File: src/rtl/shot_pool.sv
// Bullet pool for a duck-shooting game: spawns, moves, draws and expires player shots once per frame.
// Optional macro SHOT_COLLISION_EN compiles in duck collision, the hit pulse and the hit score.
`timescale 1ns/1ps
module shot_pool #(
    parameter int NUM_SHOTS = 8,
    parameter int SPEED     = 4,
    parameter int START_Y   = 440,
    parameter int SHOT_W    = 4,
    parameter int SHOT_H    = 8,
    parameter int COOLDOWN  = 8,
    parameter int DUCK_W    = 32,
    parameter int DUCK_H    = 32
) (
    input  logic       vga_clk,
    input  logic       reset,
    input  logic       fire,
    input  logic [9:0] gun_x,
    input  logic [9:0] hcount,
    input  logic [9:0] vcount,
    input  logic [9:0] duck_x,
    input  logic [9:0] duck_y,
    output logic       shot_draw,
    output logic [4:0] active_count,
    output logic       hit,
    output logic [7:0] hit_count
);

    logic                 sync1_q, sync2_q, fire_prev_q;
    logic                 pending_q, pending_d;
    logic [15:0]          cd_q, cd_d, cd_now;
    logic [9:0]           x_q [NUM_SHOTS];
    logic [9:0]           y_q [NUM_SHOTS];
    logic [9:0]           x_d [NUM_SHOTS];
    logic [9:0]           y_d [NUM_SHOTS];
    logic [NUM_SHOTS-1:0] live_q, live_d;
    logic [NUM_SHOTS-1:0] coll;
    logic                 draw_q, draw_d;
    logic [4:0]           cnt_q, cnt_d;
    logic                 tick, fire_edge, has_free, taken;

    assign tick      = (hcount == 10'd0) && (vcount == 10'd480);
    assign fire_edge = sync2_q & ~fire_prev_q;
    assign has_free  = ~&live_q;
    // The decrement belongs to the current tick, so a shot fired COOLDOWN ticks after the last spawn is allowed.
    assign cd_now    = (cd_q != 16'd0) ? cd_q - 16'd1 : 16'd0;

`ifdef SHOT_COLLISION_EN
    always_comb begin
        for (int i = 0; i < NUM_SHOTS; i++) begin
            coll[i] = ({2'b0, x_q[i]} < {2'b0, duck_x} + 12'(DUCK_W)) &&
                      ({2'b0, duck_x} < {2'b0, x_q[i]} + 12'(SHOT_W)) &&
                      ({2'b0, y_q[i]} < {2'b0, duck_y} + 12'(DUCK_H)) &&
                      ({2'b0, duck_y} < {2'b0, y_q[i]} + 12'(SHOT_H));
        end
    end
`else
    assign coll = '0;
    logic unused_duck;
    assign unused_duck = ^{duck_x, duck_y};
`endif

    always_comb begin
        x_d       = x_q;
        y_d       = y_q;
        live_d    = live_q;
        pending_d = pending_q;
        cd_d      = cd_q;
        cnt_d     = cnt_q;
        taken     = 1'b0;
        draw_d    = 1'b0;
        for (int i = 0; i < NUM_SHOTS; i++) begin
            if (live_q[i] &&
                ({2'b0, hcount} >= {2'b0, x_q[i]}) && ({2'b0, hcount} < {2'b0, x_q[i]} + 12'(SHOT_W)) &&
                ({2'b0, vcount} >= {2'b0, y_q[i]}) && ({2'b0, vcount} < {2'b0, y_q[i]} + 12'(SHOT_H)))
                draw_d = 1'b1;
        end
        if (tick) begin
            for (int i = 0; i < NUM_SHOTS; i++) begin
                if (live_q[i]) begin
                    if (coll[i] || (y_q[i] < 10'(SPEED)))
                        live_d[i] = 1'b0;
                    else
                        y_d[i] = y_q[i] - 10'(SPEED);
                end
            end
            cd_d = cd_now;
            if (pending_q && (cd_now == 16'd0)) begin
                pending_d = 1'b0;
                if (has_free)
                    cd_d = 16'(COOLDOWN);
                // Only slots free before this tick are candidates, so a spawn never collides with a move.
                for (int i = 0; i < NUM_SHOTS; i++) begin
                    if (!live_q[i] && !taken) begin
                        taken     = 1'b1;
                        live_d[i] = 1'b1;
                        x_d[i]    = gun_x;
                        y_d[i]    = 10'(START_Y);
                    end
                end
            end
            cnt_d = '0;
            for (int i = 0; i < NUM_SHOTS; i++)
                cnt_d = cnt_d + {4'b0, live_d[i]};
        end
        if (fire_edge)
            pending_d = 1'b1;
    end

    always_ff @(posedge vga_clk) begin
        if (reset) begin
            sync1_q     <= 1'b0;
            sync2_q     <= 1'b0;
            fire_prev_q <= 1'b0;
            pending_q   <= 1'b0;
            cd_q        <= '0;
            live_q      <= '0;
            draw_q      <= 1'b0;
            cnt_q       <= '0;
            for (int i = 0; i < NUM_SHOTS; i++) begin
                x_q[i] <= '0;
                y_q[i] <= '0;
            end
        end else begin
            sync1_q     <= fire;
            sync2_q     <= sync1_q;
            fire_prev_q <= sync2_q;
            pending_q   <= pending_d;
            cd_q        <= cd_d;
            live_q      <= live_d;
            draw_q      <= draw_d;
            cnt_q       <= cnt_d;
            for (int i = 0; i < NUM_SHOTS; i++) begin
                x_q[i] <= x_d[i];
                y_q[i] <= y_d[i];
            end
        end
    end

    assign shot_draw    = draw_q;
    assign active_count = cnt_q;

`ifdef SHOT_COLLISION_EN
    logic       hit_q, hit_d, any_hit;
    logic [7:0] hc_q, hc_d;

    assign any_hit = tick && |(coll & live_q);

    always_comb begin
        hit_d = any_hit;
        hc_d  = hc_q;
        if (any_hit && (hc_q != 8'hFF))
            hc_d = hc_q + 8'd1;
    end

    always_ff @(posedge vga_clk) begin
        if (reset) begin
            hit_q <= 1'b0;
            hc_q  <= '0;
        end else begin
            hit_q <= hit_d;
            hc_q  <= hc_d;
        end
    end

    assign hit       = hit_q;
    assign hit_count = hc_q;
`else
    assign hit       = 1'b0;
    assign hit_count = '0;
`endif

endmodule

File: config.mk
export PLATFORM = sky130hd
export DESIGN_NAME = shot_pool
export DESIGN_NICKNAME = d
export VERILOG_FILES = /design/src/rtl/shot_pool.sv
export SDC_FILE = /design/constraint.sdc
export NUM_CORES = 1
export LEC_CHECK = 0
export CAP_MARGIN = 20
export CORE_MARGIN = 5
export CORE_UTILIZATION = 60
export CTS_CLUSTER_SIZE = 12
export DETAILED_ROUTE_END_ITERATION = 6
export GPL_TIMING_DRIVEN = 0
export PLACE_DENSITY = 0.79
export SETUP_SLACK_MARGIN = 0.4
export SLEW_MARGIN = 20
export SYNTH_ARGS = -nofsm -noshare
export SYNTH_HDL_FRONTEND = slang
export SYNTH_SLANG_ARGS = --single-unit
File: constraint.sdc
create_clock -name vga_clk -period 5.7 [get_ports vga_clk]
set_input_delay 0.57 -clock vga_clk [delete_from_list [all_inputs] [get_ports vga_clk]]
set_output_delay 0.57 -clock vga_clk [all_outputs]
set_load 0.03 [all_outputs]
==> flow_summary.ini, run 1 <==
[floorplan]
die_footprint_um2 = 30700
initial_utilization = 0.608
core.rowCount = 60
die_w_um = 175
die_height_um = 175
io_pins = 68
core_area_um2 = 27000

[route]
routed-via-count = 15700
drt_pass1_iterations = 6
detail_route.iter0.violations = 1512
via_per_inst = 6.42
drcViolationCount = 0
final_wirelength_mm = 49.3
drtAntennaViolNets = 0
wire_length_per_cell_um = 20.1

[pwr]
pwr_density_cell_nw_per_um2 = 158
cell_internal_pwr_w = 0.00201
seq_pwr_share = 0.437
p_switching_w = 0.000840
power_leakage_nw = 7.34
clockPowerShare = 0.422
power.ir.vdd_worst_mv = 0.176
power_switching_share = 0.295
pwr-share-comb = 0.142

[setup_path]
cp_cell_sequence = buf_6 > or4_4 > buf_6 > nor4_4 > mux2_4 > a211oi_4 > clkbuf_4 > a31oi_1 > fa_1 > inv_1 > fa_1 > inv_1 > fa_1 > inv_1 > ha_2 > inv_2 > fa_2 > xnor2_1 > nand2_1 > a21oi_1
timing.critical_path.max_delay_family = adder cells
critical_path_buf_inv_count = 7
path_class = reg -> reg
crit_path_max_fanout = 10
crit_slowest_cell = fa_1
timing.critical_path.arrival_ps = 5540
crit_path_end_kind = register
cp-start-kind = register
critical_path_required_ps = 6070
cp_slowest_stage_delay_ps = 540

[sta]
period_needed_ps = 5170
clock-skew-final_ps = 16.1
worst_slew_margin_rel = 0.216
setup_viol_count_final = 0
rsz0062_at_grt = yes
report.final.hold_viol_count = 0
final_hold_slack_ps = 466
maxClockFrequency_mhz = 194
slew_violations = 0
final.setup.worst_slack_ps = 533
worst_pin_slew_ps = 1170
final.period_utilization = 0.906

[global_route]
gr-total-overflow = 0
grt_antenna_before_repair = 2
groute.usage.overall = 0.309
grt_pass1_wl_mm = 77.0
vias_in_the_first_global_route = 14900
grt_max_degree = 18

[clocking]
cts.path.max_buffers = 2
numCtsBuffers = 17
cts_tree = built
clock_insertion_delay_worst_skew_ps = 450
path_clk_slew_ps = 80
clock_sinks = 177
ctsRootBufferMaster = clkbuf_16
clock_tree.htree_level_count = 4

[synth]
synthFlopType = dfxtp_1
netlist-cell-type-count = 83
post-synth-top-count-cell = ha_1
syn-mean-instance-area_um2 = 8.10
synth_edf_count = 0
yosysSeqAreaShare = 0.216
synthesis.area_um2 = 16400
synth_area_leaders = ha_1 (24%), dfxtp_1 (22%), mux2i_1 (5.2%), xnor2_1 (5.1%), nor2_1 (4.2%)
synth_seq_cells = 177
yosys.area.top_type = ha_1
synth-async-reset-ratio = 0
yosys.area.top_type_share = 0.235
ys_warn_count = 0
ys_top_cells_by_count = ha_1 (308), nor2_1 (182), dfxtp_1 (177)
postSynthCellCount = 2025

[job]
cap_viol_max_count = 0

[placement]
pre_cts_slack_ps = -124
number_of_buffers_inserted_by_port_buffering = 26
finalWeightedCongestion = 0.959
post_detail_place_hpwl_mm = 36.0

[cells_and_area]
final_util = 0.667
final_layout_size_suffix_gt1_frac = 0.0540
antenna_cells_inserted = 0
final_net_count = 2463
layout-area-overhead-vs-synth_pct = 9.64

[min_path]
timing.hold.worst.class = reg -> reg

[outcome]
run_status = completed
==> path summary, 6_finish.rpt <==
check                                     startpoint                            to  slack (ps)  cells past startpoint
worst max register to register  cd_q[2]$_SDFFE_PP0P_  active_count[2]$_SDFFE_PP0P_         530                     20
worst min-delay path              sync1_q$_SDFF_PP0_            sync2_q$_SDFF_PP0_         470                      1
worst min register to register    sync1_q$_SDFF_PP0_            sync2_q$_SDFF_PP0_         470                      1
worst max-delay path            cd_q[2]$_SDFFE_PP0P_  active_count[2]$_SDFFE_PP0P_         530                     20
==> worst reg2reg max path: cells and delay by family (launching register included) <==
kind / cells / cell delay (ps)
simple gates: 3 / 840
flops: 1 / 320
buf+inv: 7 / 770
xor+xnor: 1 / 150
mux: 1 / 370
fa+ha+maj: 5 / 2010
compound gates: 3 / 630
==> placed cells by master, fill, tap and decap left out, types with 12 or more instances in the layout <==
| master | Yosys | layout |
|---|---|---|
| and3_1 | 40 | 40 |
| nand3_1 | 90 | 90 |
| a221oi_1 | 13 | 13 |
| xnor2_1 | 96 | 96 |
| nand4_1 | 29 | 29 |
| a21oi_1 | 108 | 108 |
| buf_2 | 14 | 12 |
| clkbuf_1 | 70 | 70 |
| buf_4 | 12 | 29 |
| o21ai_0 | 98 | 98 |
| ha_1 | 308 | 306 |
| o211ai_1 | 14 | 14 |
| inv_1 | 176 | 175 |
| nand2_1 | 108 | 107 |
| o21a_1 | 21 | 21 |
| nand2b_1 | 16 | 16 |
| or4_1 | 14 | 13 |
| and2_1 | 13 | 13 |
| a211oi_1 | 22 | 22 |
| clkdlybuf4s50_1 | 0 | 26 |
| nor4_1 | 26 | 24 |
| a31oi_1 | 28 | 27 |
| a21o_1 | 23 | 23 |
| nor2_1 | 182 | 181 |
| nor2b_1 | 14 | 14 |
| mux2i_1 | 85 | 85 |
| clkbuf_16 | 0 | 17 |
| dfxtp_1 | 177 | 174 |
| nor3_1 | 58 | 57 |
==> metal layers <==
layer,global-route usage,share of wire,vias to the layer above
li1,-,-,7461
met4,0.131,0.043,4
met5,0,0.00051,-
met3,0.0456,0.082,155
met2,0.520,0.46,724
met1,0.396,0.41,7391
==> what timing repair did <==
item | 4_1_cts | 5_1_grt
endpoints found under the hold margin | 0 | 0
endpoints found under the setup margin | 4 | 2
gates resized for setup | 11 | 32
buffers inserted | 4 | 14
hold buffers | 0 | 0
cloned | 0 | 1
pin swaps | 3 | 11
==> layout make-up <==
type,count,area [µm²]
timing repair buffer,45,400
multi-input combinational,1581,11900
tap,341,427
sequential,177,3550
buffer,100,472
inverter,176,661
clock inverter,13,145
fill,2315,8970
clock buffer,19,433
==> logic make-up (layout without fill, tap and decap cells) <==
kind of cell             after synthesis  after routing  share of synthesized area
AND/OR/NAND/NOR                      638            638                      0.196
AO/OA/AOI/OAI                        437            437                      0.175
adder cells (fa/ha/maj)              312            312                      0.240
other                                  1             10                   0.000229
XOR/XNOR                              97             97                     0.0523
multiplexers                          87             87                     0.0535
buffers and inverters                276            353                     0.0670
flip-flops                           177            177                      0.216
==> sequential cells by signal, indices dropped and copies added (netlist names) <==
signal / cells
x_q: 80
sync1_q: 1
y_q: 64
live_q: 8
shot_draw: 1
active_count: 4
fire_prev_q: 1
pending_q: 1
sync2_q: 1
cd_q: 16
==> per-stage QoR <==
stage | power [W] | cells | TNS (ps) | area [µm²]
floorplan | 0.00151 | 2034 | 0 | 16400
global placement | 0.00164 | 2401 | 0 | 17100
detailed placement | 0.00166 | 2401 | -195 | 17100
CTS | 0.00283 | 2437 | 0 | 17800
global route | 0.00294 | 2452 | 0 | 18000
finish | 0.00285 | 2452 | 0 | 18000
==> power groups by stage <==
stage	logic [W]	registers, W	clock network (W)
finish	0.000404	0.00124	0.00120
global route	0.000447	0.00124	0.00125
global placement	0.000368	0.00127	0
CTS	0.000393	0.00124	0.00119
detailed placement	0.000387	0.00127	0
floorplan	0.000237	0.00127	0
Note: power is estimated with default switching activity, not from simulation.
==> run 2: changes to the inputs <==
--- a/config.mk
+++ b/config.mk
@@ -6,11 +6,11 @@
 export NUM_CORES = 1
 export LEC_CHECK = 0
 export CAP_MARGIN = 20
-export CORE_MARGIN = 5
 export CORE_UTILIZATION = 60
 export CTS_CLUSTER_SIZE = 12
 export DETAILED_ROUTE_END_ITERATION = 6
 export GPL_TIMING_DRIVEN = 0
+export HOLD_SLACK_MARGIN = 0.03
 export PLACE_DENSITY = 0.79
 export SETUP_SLACK_MARGIN = 0.4
 export SLEW_MARGIN = 20
==> run 2 against run 1 <==
Critical path depth grew 3. Via count shrank 0.22%. Sequential cell count is the same. Wire length shrank 0.52%. Cell count is essentially flat. Combinational power is essentially flat. Worst setup slack lost 69 ps. Utilization grew 0.35 points. First-iteration DRC count grew 19%. Critical path type unchanged.
==> flow_summary.ini, run 2 (synthesized netlist as in run 1, its figures left out) <==
[cells_and_area]
final_layout_size_suffix_gt1_frac = 0.0555
antenna_cells_inserted = 0
final_net_count = 2461
layout-area-overhead-vs-synth_pct = 9.91
layout_common_cells = ha_1 (306), nor2_1 (181), inv_1 (175), dfxtp_1 (175), a21oi_1 (108)
largest_register_ff_count = 80
regMostFlops = x_q
top_regs = x_q: 80 flops, y_q: 64 flops, cd_q: 16 flops
layout.cells.most_common = ha_1

[floorplan]
die_height_um = 167
core.rowCount = 60
die_w_um = 167
io_pins = 68
core_area_um2 = 26900
die_footprint_um2 = 28000
initial_utilization = 0.610

[route]
drt_pass1_iterations = 6
detail_route.iter0.violations = 1803
final_wirelength_mm = 49.0
wire_length_per_cell_um = 20.0
drtAntennaViolNets = 0
via_per_inst = 6.41
drcViolationCount = 0
routed-via-count = 15700

[setup_path]
critPathLaunch = cd_q[2]$_SDFFE_PP0P_
cp_cell_sequence = buf_6 > or4_4 > buf_6 > buf_4 > nor4_2 > o21bai_4 > a211oi_4 > buf_6 > nand2_8 > nor3_4 > nor2_2 > fa_1 > inv_1 > fa_1 > inv_1 > fa_1 > inv_1 > ha_2 > inv_1 > fa_2 > xnor2_2 > nand2_1 > a21oi_1
critical_path_required_ps = 6080
rr_worst_depth = 23
cp-start-kind = register
timing.critical_path.mode_cell = inv_1
timing.critical_path.arrival_ps = 5620
timing.reg2reg.setup_slack_ps = 460
path_class = reg -> reg
crit_slowest_cell = fa_1
crit_path_max_fanout = 9
cp_slowest_stage_delay_ps = 490
critical_path_buf_inv_count = 8
worst_r2r_endpoint = active_count[2]$_SDFFE_PP0P_
timing.critical_path.max_delay_family = adder cells
crit_path_end_kind = register
reg2reg_from = cd_q[2]$_SDFFE_PP0P_

[sta]
setup_viol_count_final = 0
final.period_utilization = 0.919
clock-skew-final_ps = 19.0
period_needed_ps = 5240
slew_violations = 0
final.setup.worst_slack_ps = 464
maxClockFrequency_mhz = 191
worst_slew_margin_rel = 0.208
final.setup.tns_ps = 0
report.final.hold_viol_count = 0
rsz0062_at_grt = yes
worst_pin_slew_ps = 1180

[clocking]
hold_buffers = 0
path_clk_slew_ps = 90
clock_sinks = 177
ctsRootBufferMaster = clkbuf_16
numCtsBuffers = 17
cts.path.max_buffers = 2
cts_tree = built
clock_tree.htree_level_count = 4
clock_insertion_delay_worst_skew_ps = 460

[min_path]
worst_hold_path_cells = 2
worstHoldStart = active_count[3]$_SDFFE_PP0P_
timing.hold.worst.class = reg -> reg
hold_end = active_count[3]$_SDFFE_PP0P_

[global_route]
gr-total-overflow = 0
grt_antenna_before_repair = 0
groute.usage.overall = 0.346
vias_in_the_first_global_route = 14800
grt_pass1_wl_mm = 76.9
grt_max_degree = 19

[pwr]
power.ir.vdd_worst_mv = 0.238
pwr-share-comb = 0.139
pwr_density_cell_nw_per_um2 = 161
power_switching_share = 0.300
cell_internal_pwr_w = 0.00203
clockPowerShare = 0.432
p_switching_w = 0.000868
power_leakage_nw = 7.36
seq_pwr_share = 0.430

[outcome]
run_status = completed

[placement]
pre_cts_slack_ps = -233
number_of_buffers_inserted_by_port_buffering = 26
post_detail_place_hpwl_mm = 35.6
finalWeightedCongestion = 0.967

[job]
cap_viol_max_count = 0
==> run 2: metal layers <==
metal | vias to the layer above | global-route usage | share of wire | wire, µm
met5 | - | 0 | 0 | 0
met4 | 0 | 0.176 | 0.050 | 2460
met3 | 185 | 0.0584 | 0.082 | 4040
met2 | 757 | 0.574 | 0.46 | 22400
met1 | 7309 | 0.432 | 0.41 | 20100
li1 | 7450 | - | - | -
==> run 2: cell type report <==
cell class / count / area [µm²]
flip-flops and latches: 177 / 3550
repair buffers: 43 / 383
inverters: 176 / 661
clock buffers: 18 / 439
clock inverters: 14 / 165
multi-input cells: 1581 / 11900
plain buffers: 100 / 472
well taps: 341 / 427
fillers: 2254 / 8850
==> run 2: power by group through the flow <==
stage               Clock [W]  Combinational (W)  Sequential (W)
floorplan                   0           0.000237         0.00127
global placement            0           0.000369         0.00127
detailed placement          0           0.000386         0.00127
CTS                   0.00124           0.000392         0.00124
global route          0.00129           0.000445         0.00124
finish                0.00125           0.000401         0.00124
==> run 2: worst max-delay path by stage <==
stage	endpoint	slack [ps]	cells past startpoint
after floorplan	active_count[2]$_SDFFE_PP0P_	610	22
after global placement	active_count[2]$_SDFFE_PP0P_	-140	23
after detailed placement	active_count[2]$_SDFFE_PP0P_	-230	23
after CTS	active_count[2]$_SDFFE_PP0P_	420	22
after global routing	active_count[2]$_SDFFE_PP0P_	320	23
final	active_count[2]$_SDFFE_PP0P_	460	23
==> run 2: repair_timing <==
item,4_1_cts,5_1_grt
buffers inserted,4,13
gates resized for setup,14,33
endpoints found under the setup margin,4,3
pin swaps,3,10
==> run 2: tightest hold or removal path: cells and delay by family (launching register included) <==
family	cells	cell delay, ps
simple gates	1	50
flops	1	310
compound gates	1	50
==> run 2: metrics by stage <==
stage | hold WS [ps] | total power, W | std cells | utilization | cell area (µm²)
final | 451 | 0.00290 | 2450 | 0.671 | 18000
after global routing | 481 | 0.00298 | 2450 | 0.671 | 18000
after CTS | 455 | 0.00288 | 2437 | 0.663 | 17800
after detailed placement | 447 | 0.00166 | 2401 | 0.637 | 17100
after global placement | 425 | 0.00164 | 2401 | 0.637 | 17100
after floorplan | 414 | 0.00151 | 2034 | - | 16400
